## src/rtl/mdu_sequencer.sv

```systemverilog
// rtl/mdu_sequencer.sv - RV32M multi-cycle multiply/divide sequencer
// Define MDU_EARLY_OUT_EN to let divide-by-zero, divide overflow and zero-operand multiplies skip CALC.
module mdu_sequencer #(
   parameter int XLEN = 32
) (
   input  logic            clk,
   input  logic            rst,
   input  logic            start,
   input  logic [2:0]      funct3,
   input  logic [XLEN-1:0] ReadData1,
   input  logic [XLEN-1:0] ReadData2,
   input  logic            kill,
   output logic            busy,
   output logic            done,
   output logic [XLEN-1:0] MDUResult
);

   localparam int CW = $clog2(XLEN) + 1;
   localparam logic [XLEN-1:0] MIN_NEG = {1'b1, {(XLEN-1){1'b0}}};

   typedef enum logic [1:0] {IDLE, CALC, FIX, DONE} state_t;

   state_t          state, state_nx;
   logic [CW-1:0]   cnt;
   logic [2:0]      f3;
   logic            sign_a, sign_b, a_zero, b_zero, ovf;
   logic [XLEN-1:0] a_abs, b_abs;
   logic [XLEN-1:0] hi, lo;

   logic            accept, early, is_div_in, signed_a_in, signed_b_in;
   logic            neg_a_in, neg_b_in, az_in, bz_in, ovf_in;
   logic [XLEN-1:0] a_abs_in, b_abs_in;
   logic [XLEN:0]   mul_sum, div_shift, div_diff;
   logic [XLEN-1:0] hi_nx, lo_nx, fix_result, quot_s, rem_s, a_orig;
   logic [2*XLEN-1:0] prod, prod_s;

   // Operand decode: A is signed for mul/mulh/mulhsu/div/rem, B for mul/mulh/div/rem
   always_comb begin
      is_div_in   = funct3[2];
      signed_a_in = (funct3 == 3'd0) || (funct3 == 3'd1) || (funct3 == 3'd2) ||
                    (funct3 == 3'd4) || (funct3 == 3'd6);
      signed_b_in = (funct3 == 3'd0) || (funct3 == 3'd1) ||
                    (funct3 == 3'd4) || (funct3 == 3'd6);
      neg_a_in    = signed_a_in & ReadData1[XLEN-1];
      neg_b_in    = signed_b_in & ReadData2[XLEN-1];
      a_abs_in    = neg_a_in ? -ReadData1 : ReadData1;
      b_abs_in    = neg_b_in ? -ReadData2 : ReadData2;
      az_in       = (ReadData1 == '0);
      bz_in       = (ReadData2 == '0);
      ovf_in      = ((funct3 == 3'd4) || (funct3 == 3'd6)) &&
                    (ReadData1 == MIN_NEG) && (ReadData2 == '1);
      accept      = start & ~kill & ((state == IDLE) || (state == DONE));
   end

`ifdef MDU_EARLY_OUT_EN
   assign early = is_div_in ? (bz_in | ovf_in) : (az_in | bz_in);
`else
   assign early = 1'b0;
`endif

   always_comb begin
      state_nx = state;
      busy     = (state == CALC) || (state == FIX);
      done     = (state == DONE);
      if (accept) begin
         state_nx = early ? FIX : CALC;
      end else begin
         case (state)
            CALC:    if (kill) state_nx = IDLE;
                     else if (cnt == CW'(XLEN-1)) state_nx = FIX;
            FIX:     state_nx = kill ? IDLE : DONE;
            DONE:    state_nx = IDLE;
            default: state_nx = IDLE;
         endcase
      end
   end

   // One radix-2 step: shift-add for multiply, restoring shift-subtract for divide
   always_comb begin
      mul_sum   = {1'b0, hi} + (lo[0] ? {1'b0, a_abs} : {(XLEN+1){1'b0}});
      div_shift = {hi, lo[XLEN-1]};
      div_diff  = div_shift - {1'b0, b_abs};
      if (f3[2]) begin
         hi_nx = div_diff[XLEN] ? div_shift[XLEN-1:0] : div_diff[XLEN-1:0];
         lo_nx = {lo[XLEN-2:0], ~div_diff[XLEN]};
      end else begin
         hi_nx = mul_sum[XLEN:1];
         lo_nx = {mul_sum[0], lo[XLEN-1:1]};
      end
   end

   always_comb begin
      prod       = {hi, lo};
      prod_s     = (sign_a ^ sign_b) ? -prod : prod;
      quot_s     = (sign_a ^ sign_b) ? -lo : lo;
      rem_s      = sign_a ? -hi : hi;
      a_orig     = sign_a ? -a_abs : a_abs;
      fix_result = '0;
      case (f3)
         3'd0:             fix_result = (a_zero | b_zero) ? '0 : prod_s[XLEN-1:0];
         3'd1, 3'd2, 3'd3: fix_result = (a_zero | b_zero) ? '0 : prod_s[2*XLEN-1:XLEN];
         3'd4, 3'd5:       fix_result = b_zero ? '1 : (ovf ? MIN_NEG : quot_s);
         default:          fix_result = b_zero ? a_orig : (ovf ? '0 : rem_s);
      endcase
   end

   always_ff @(posedge clk) begin
      if (rst) begin
         state     <= IDLE;
         cnt       <= '0;
         f3        <= '0;
         sign_a    <= 1'b0;
         sign_b    <= 1'b0;
         a_zero    <= 1'b0;
         b_zero    <= 1'b0;
         ovf       <= 1'b0;
         a_abs     <= '0;
         b_abs     <= '0;
         hi        <= '0;
         lo        <= '0;
         MDUResult <= '0;
      end else begin
         state <= state_nx;
         if (accept) begin
            cnt    <= '0;
            f3     <= funct3;
            sign_a <= neg_a_in;
            sign_b <= neg_b_in;
            a_zero <= az_in;
            b_zero <= bz_in;
            ovf    <= ovf_in;
            a_abs  <= a_abs_in;
            b_abs  <= b_abs_in;
            hi     <= '0;
            lo     <= is_div_in ? a_abs_in : b_abs_in;
         end else if (state == CALC) begin
            cnt <= cnt + 1'b1;
            hi  <= hi_nx;
            lo  <= lo_nx;
         end
         if ((state == FIX) && !kill)
            MDUResult <= fix_result;
      end
   end

endmodule

```

## config.mk

```make
export PLATFORM = sky130hd
export DESIGN_NAME = mdu_sequencer
export DESIGN_NICKNAME = d
export VERILOG_FILES = /design/src/rtl/mdu_sequencer.sv
export SDC_FILE = /design/constraint.sdc
export NUM_CORES = 1
export LEC_CHECK = 0
export CAP_MARGIN = 20
export CELL_PAD_IN_SITES_DETAIL_PLACEMENT = 1
export CELL_PAD_IN_SITES_GLOBAL_PLACEMENT = 1
export CORE_UTILIZATION = 53
export CTS_BUF_LIST = sky130_fd_sc_hd__clkbuf_2 sky130_fd_sc_hd__clkbuf_4 sky130_fd_sc_hd__clkbuf_8
export CTS_CLUSTER_DIAMETER = 50
export DETAILED_ROUTE_END_ITERATION = 8
export DONT_BUFFER_PORTS = 1
export PLACE_DENSITY_LB_ADDON = 0.1
export RECOVER_POWER = 100
export SYNTH_ARGS = -nofsm -noshare
export SYNTH_HDL_FRONTEND = slang
export SYNTH_SLANG_ARGS = --single-unit
```

## constraint.sdc

```tcl
create_clock -name clk -period 5.5 [get_ports clk]
set_clock_uncertainty 0.05 [all_clocks]
set_input_delay 1.1 -clock clk [delete_from_list [all_inputs] [get_ports clk]]
set_output_delay 1.1 -clock clk [all_outputs]
set_load 0.02 [all_outputs]
```

==> run_results.csv, run 1 <==
group,metric,value,unit
timing,fin_setup_tns,0,ns
synthesis,synth_area,0.0162,mm2
timing,finalCriticalPeriod,5.04,ns
die,initial_core_util,0.544,
timing,setup_slack,0.456,ns
setup_path,r2r-start,"state[1]",
pwr,power,3.69,mW
synthesis,synthFlopType,"dfxtp_1",
timing,worst_pin_slew,3.39,ns
clocking,htreeDepth,4,
setup_path,cp_max_fo,72,
die,die_x,177,um
pwr,pwr-share-clk,0.268,
finish,final_cell_mix,"213 x nand2_1, 203 x nor2_1, 189 x a21oi_1, 174 x dfxtp_1, 160 x o21ai_0",
global_route,grt_antenna_before_repair,2,
global_route,grt_max_degree,106,
finish,ff_latch_area,0.00353,mm2
clocking,holdBufCountCts,0,
setup_path,worstPathArrival,5.36,ns
finish,nFillCells,3842,
synthesis,async_reset_ff_frac,0,
detailed_routing,wl_per_cell,27.8,um
finish,syn2layout_area_growth,2.80,%
pwr,p_int,2.15,mW
setup_path,criticalPathCategory,"register to register",
synthesis,synth_edf_count,0,
global_route,grt_pass1_wl,105000,um
pwr,netSwitchingFraction,0.419,
setup_path,cp-start-kind,"register",
pwr,seq_power_share,0.399,
clocking,cts-resized-gates,0,
die,fp.coreArea,0.0299,mm2
setup_path,cp_slowest_stage_delay,2.40,ns
clocking,numCtsBuffers,17,
min_path,min_path_type,"register to register",
placement,place_ws,1.06,ns
placement,port_buffers,0,
setup_path,cp_top_family,"buffers and inverters",
timing,holdWs,0.410,ns
timing,fmax,198,MHz
synthesis,synth_nets,2378,
die,ioPinCount,105,
pwr,p_sw,1.54,mW
clocking,postCtsSetupRepairBufs,0,
setup_path,worst-path-buf-inv,2,
placement,gp_congestion,1.01,
detailed_routing,totalWireLength,70100,um
pwr,p_leak,6.22,nW
die,die_area,0.0314,mm2
detailed_routing,detail_route.iter0.violations,2175,
die,rows,63,
placement,dp_hpwl,53600,um
clocking,clock_sinks,176,
finish,fin_cells,2521,
synthesis,netlist_instances,2231,
min_path,min_from,"sign_a",
finish,multi_input_area,0.0118,mm2
synthesis,syn_avg_cell_area,7.28,um2
clocking,clock_path_buffers,2,
clocking,path_clk_slew,0.11,ns
detailed_routing,antenna_left,0,
outcome,violations,"capacitance limit, slew limit",
setup_path,crit_path_cell_trace,"inv_1 > ha_1 > clkbuf_1 > nand2_1 > a21oi_1 > a211oi_1",
setup_path,worstPathRequired,5.81,ns
detailed_routing,vias,17882,
finish,layout_commonest_cell,"nand2_1",
setup_path,cp-end-kind,"register",
outcome,status,"finished, violations left",
global_route,grt_pass1_vias,17588,
timing,setup_viol,0,
timing,max_slew_margin,-1.26,
timing,fin_crit_sh,0.917,
timing,drv_slew,306,
timing,rsz0062_at_grt,"false",
clocking,cts_tree,"built",
placement,placed_area,0.0163,mm2
die,fp.dieH,177,um
synthesis,ys_warn_count,0,
detailed_routing,drc,0,
synthesis,yosysSeqAreaShare,0.217,
pwr,combinationalPowerShare,0.333,
clocking,root_buffer,"clkbuf_8",
synthesis,synth_cell_type_count,81,
synthesis,synth-seq-cells,176,
setup_path,setup.worst_path.start,"state[1]",
finish,fin_area,0.0167,mm2
finish,drive_gt1_frac,0.0399,
setup_path,crit_slowest_cell,"clkbuf_1",
global_route,track_usage,0.444,
placement,dp_cells,2484,
detailed_routing,drt_first_pass_iters,6,
global_route,grt_overflow,0,
pwr,powerDensity,221,mW/mm2
timing,hold_violations,0,
detailed_routing,viasPerCell,7.09,
flow_run,drv_cap,6,
finish,fin_nets,2263,
clocking,clock_latency,0.53,ns
pwr,peakVddDrop,0.210,mV
finish,final_core_util,0.559,
-- cells by family after synthesis --
logic type	synth area share
compound gates	0.308
simple gates	0.211
buf+inv	0.0559
xor+xnor	0.121
flops	0.217
fa+ha+maj	0.0595
mux	0.0283
-- flip-flops by register name, summed over array words and instances, names as in the netlist, 2 cells and up --
name / count
lo: 32
b_abs: 32
hi: 32
state: 2
a_abs: 32
MDUResult: 32
f3: 3
cnt: 6
-- per-layer routing --
metal / global-route usage / vias to the layer above / share of wire
met1: 0.564 / 8737 / 0.41
met2: 0.679 / 983 / 0.43
met3: 0.113 / 209 / 0.10
li1: - / 7953 / -
met4: 0.251 / 0 / 0.059
met5: 0 / - / 0
-- synth_stat cells, drive strengths merged (4+ instances only) --
library cell	instances	share of area
nand2	213	0.049
nor2	203	0.047
a21oi	189	0.058
dfxtp	176	0.22
o21ai	162	0.050
clkbuf	146	0.034
xnor2	127	0.068
xor2	97	0.052
a211oi	86	0.040
ha	74	0.057
inv	72	0.017
nor3	65	0.021
o211ai	51	0.024
mux2i	46	0.028
a21o	42	0.019
nand3	42	0.013
and2	39	0.015
o31ai	34	0.018
nor4	32	0.012
o221ai	29	0.016
or3	28	0.011
nand4	26	0.010
a221oi	23	0.013
buf	18	0.0052
a31oi	17	0.0065
o41ai	16	0.010
or4	16	0.0085
and3	15	0.0058
o21a	15	0.0069
nand2b	12	0.0051
o22ai	12	0.0046
o21bai	10	0.0046
nor2b	9	0.0035
a32o	7	0.0043
nand3b	6	0.0028
o31a	6	0.0032
a2111oi	5	0.0031
a31o	5	0.0027
o311a	5	0.0031
a21boi	4	0.0018
a221o	4	0.0025
a311oi	4	0.0022
nor3b	4	0.0018
o2111ai	4	0.0022
or2	4	0.0015
-- power groups by stage --
stage | Combinational [mW] | Sequential [mW] | Clock [mW]
after floorplan | 0.883 | 1.41 | 0
after global placement | 1.13 | 1.49 | 0
after detailed placement | 1.16 | 1.49 | 0
after CTS | 1.18 | 1.46 | 0.996
after global routing | 1.31 | 1.47 | 1.04
final | 1.23 | 1.47 | 0.990
-- worst paths after layout --
path	cells past startpoint	slack, ns	to
hold / removal	2	0.41	sign_a
setup / recovery	6	0.46	hi[23]
hold reg to reg	2	0.41	sign_a
setup reg to reg	6	0.46	hi[23]
-- cell type report --
class	instances	share of cell area
Multi-Input combinational cell	1818	0.705
Sequential cell	176	0.211
Tap cell	390	0.0292
Inverter	73	0.0164
Clock buffer	17	0.0140
Timing Repair Buffer	30	0.0125
Clock inverter	15	0.0111
Antenna cell	2	0.000300
-- worst min-delay path, stage by stage, from the launching register on --
cell and delay [ns]:
dfxtp_2 0.33, nand2_1 0.05, a21oi_1 0.05
Note: power is estimated with default switching activity, not from simulation.
==> run 2, diff against run 1 <==
Settings changed: ABC_CLOCK_PERIOD_IN_PS set to 5500, GPL_TIMING_DRIVEN set to 1.
==> results of run 2 <==
The final DEF is identical to that of run 1; final timing and power are the same.
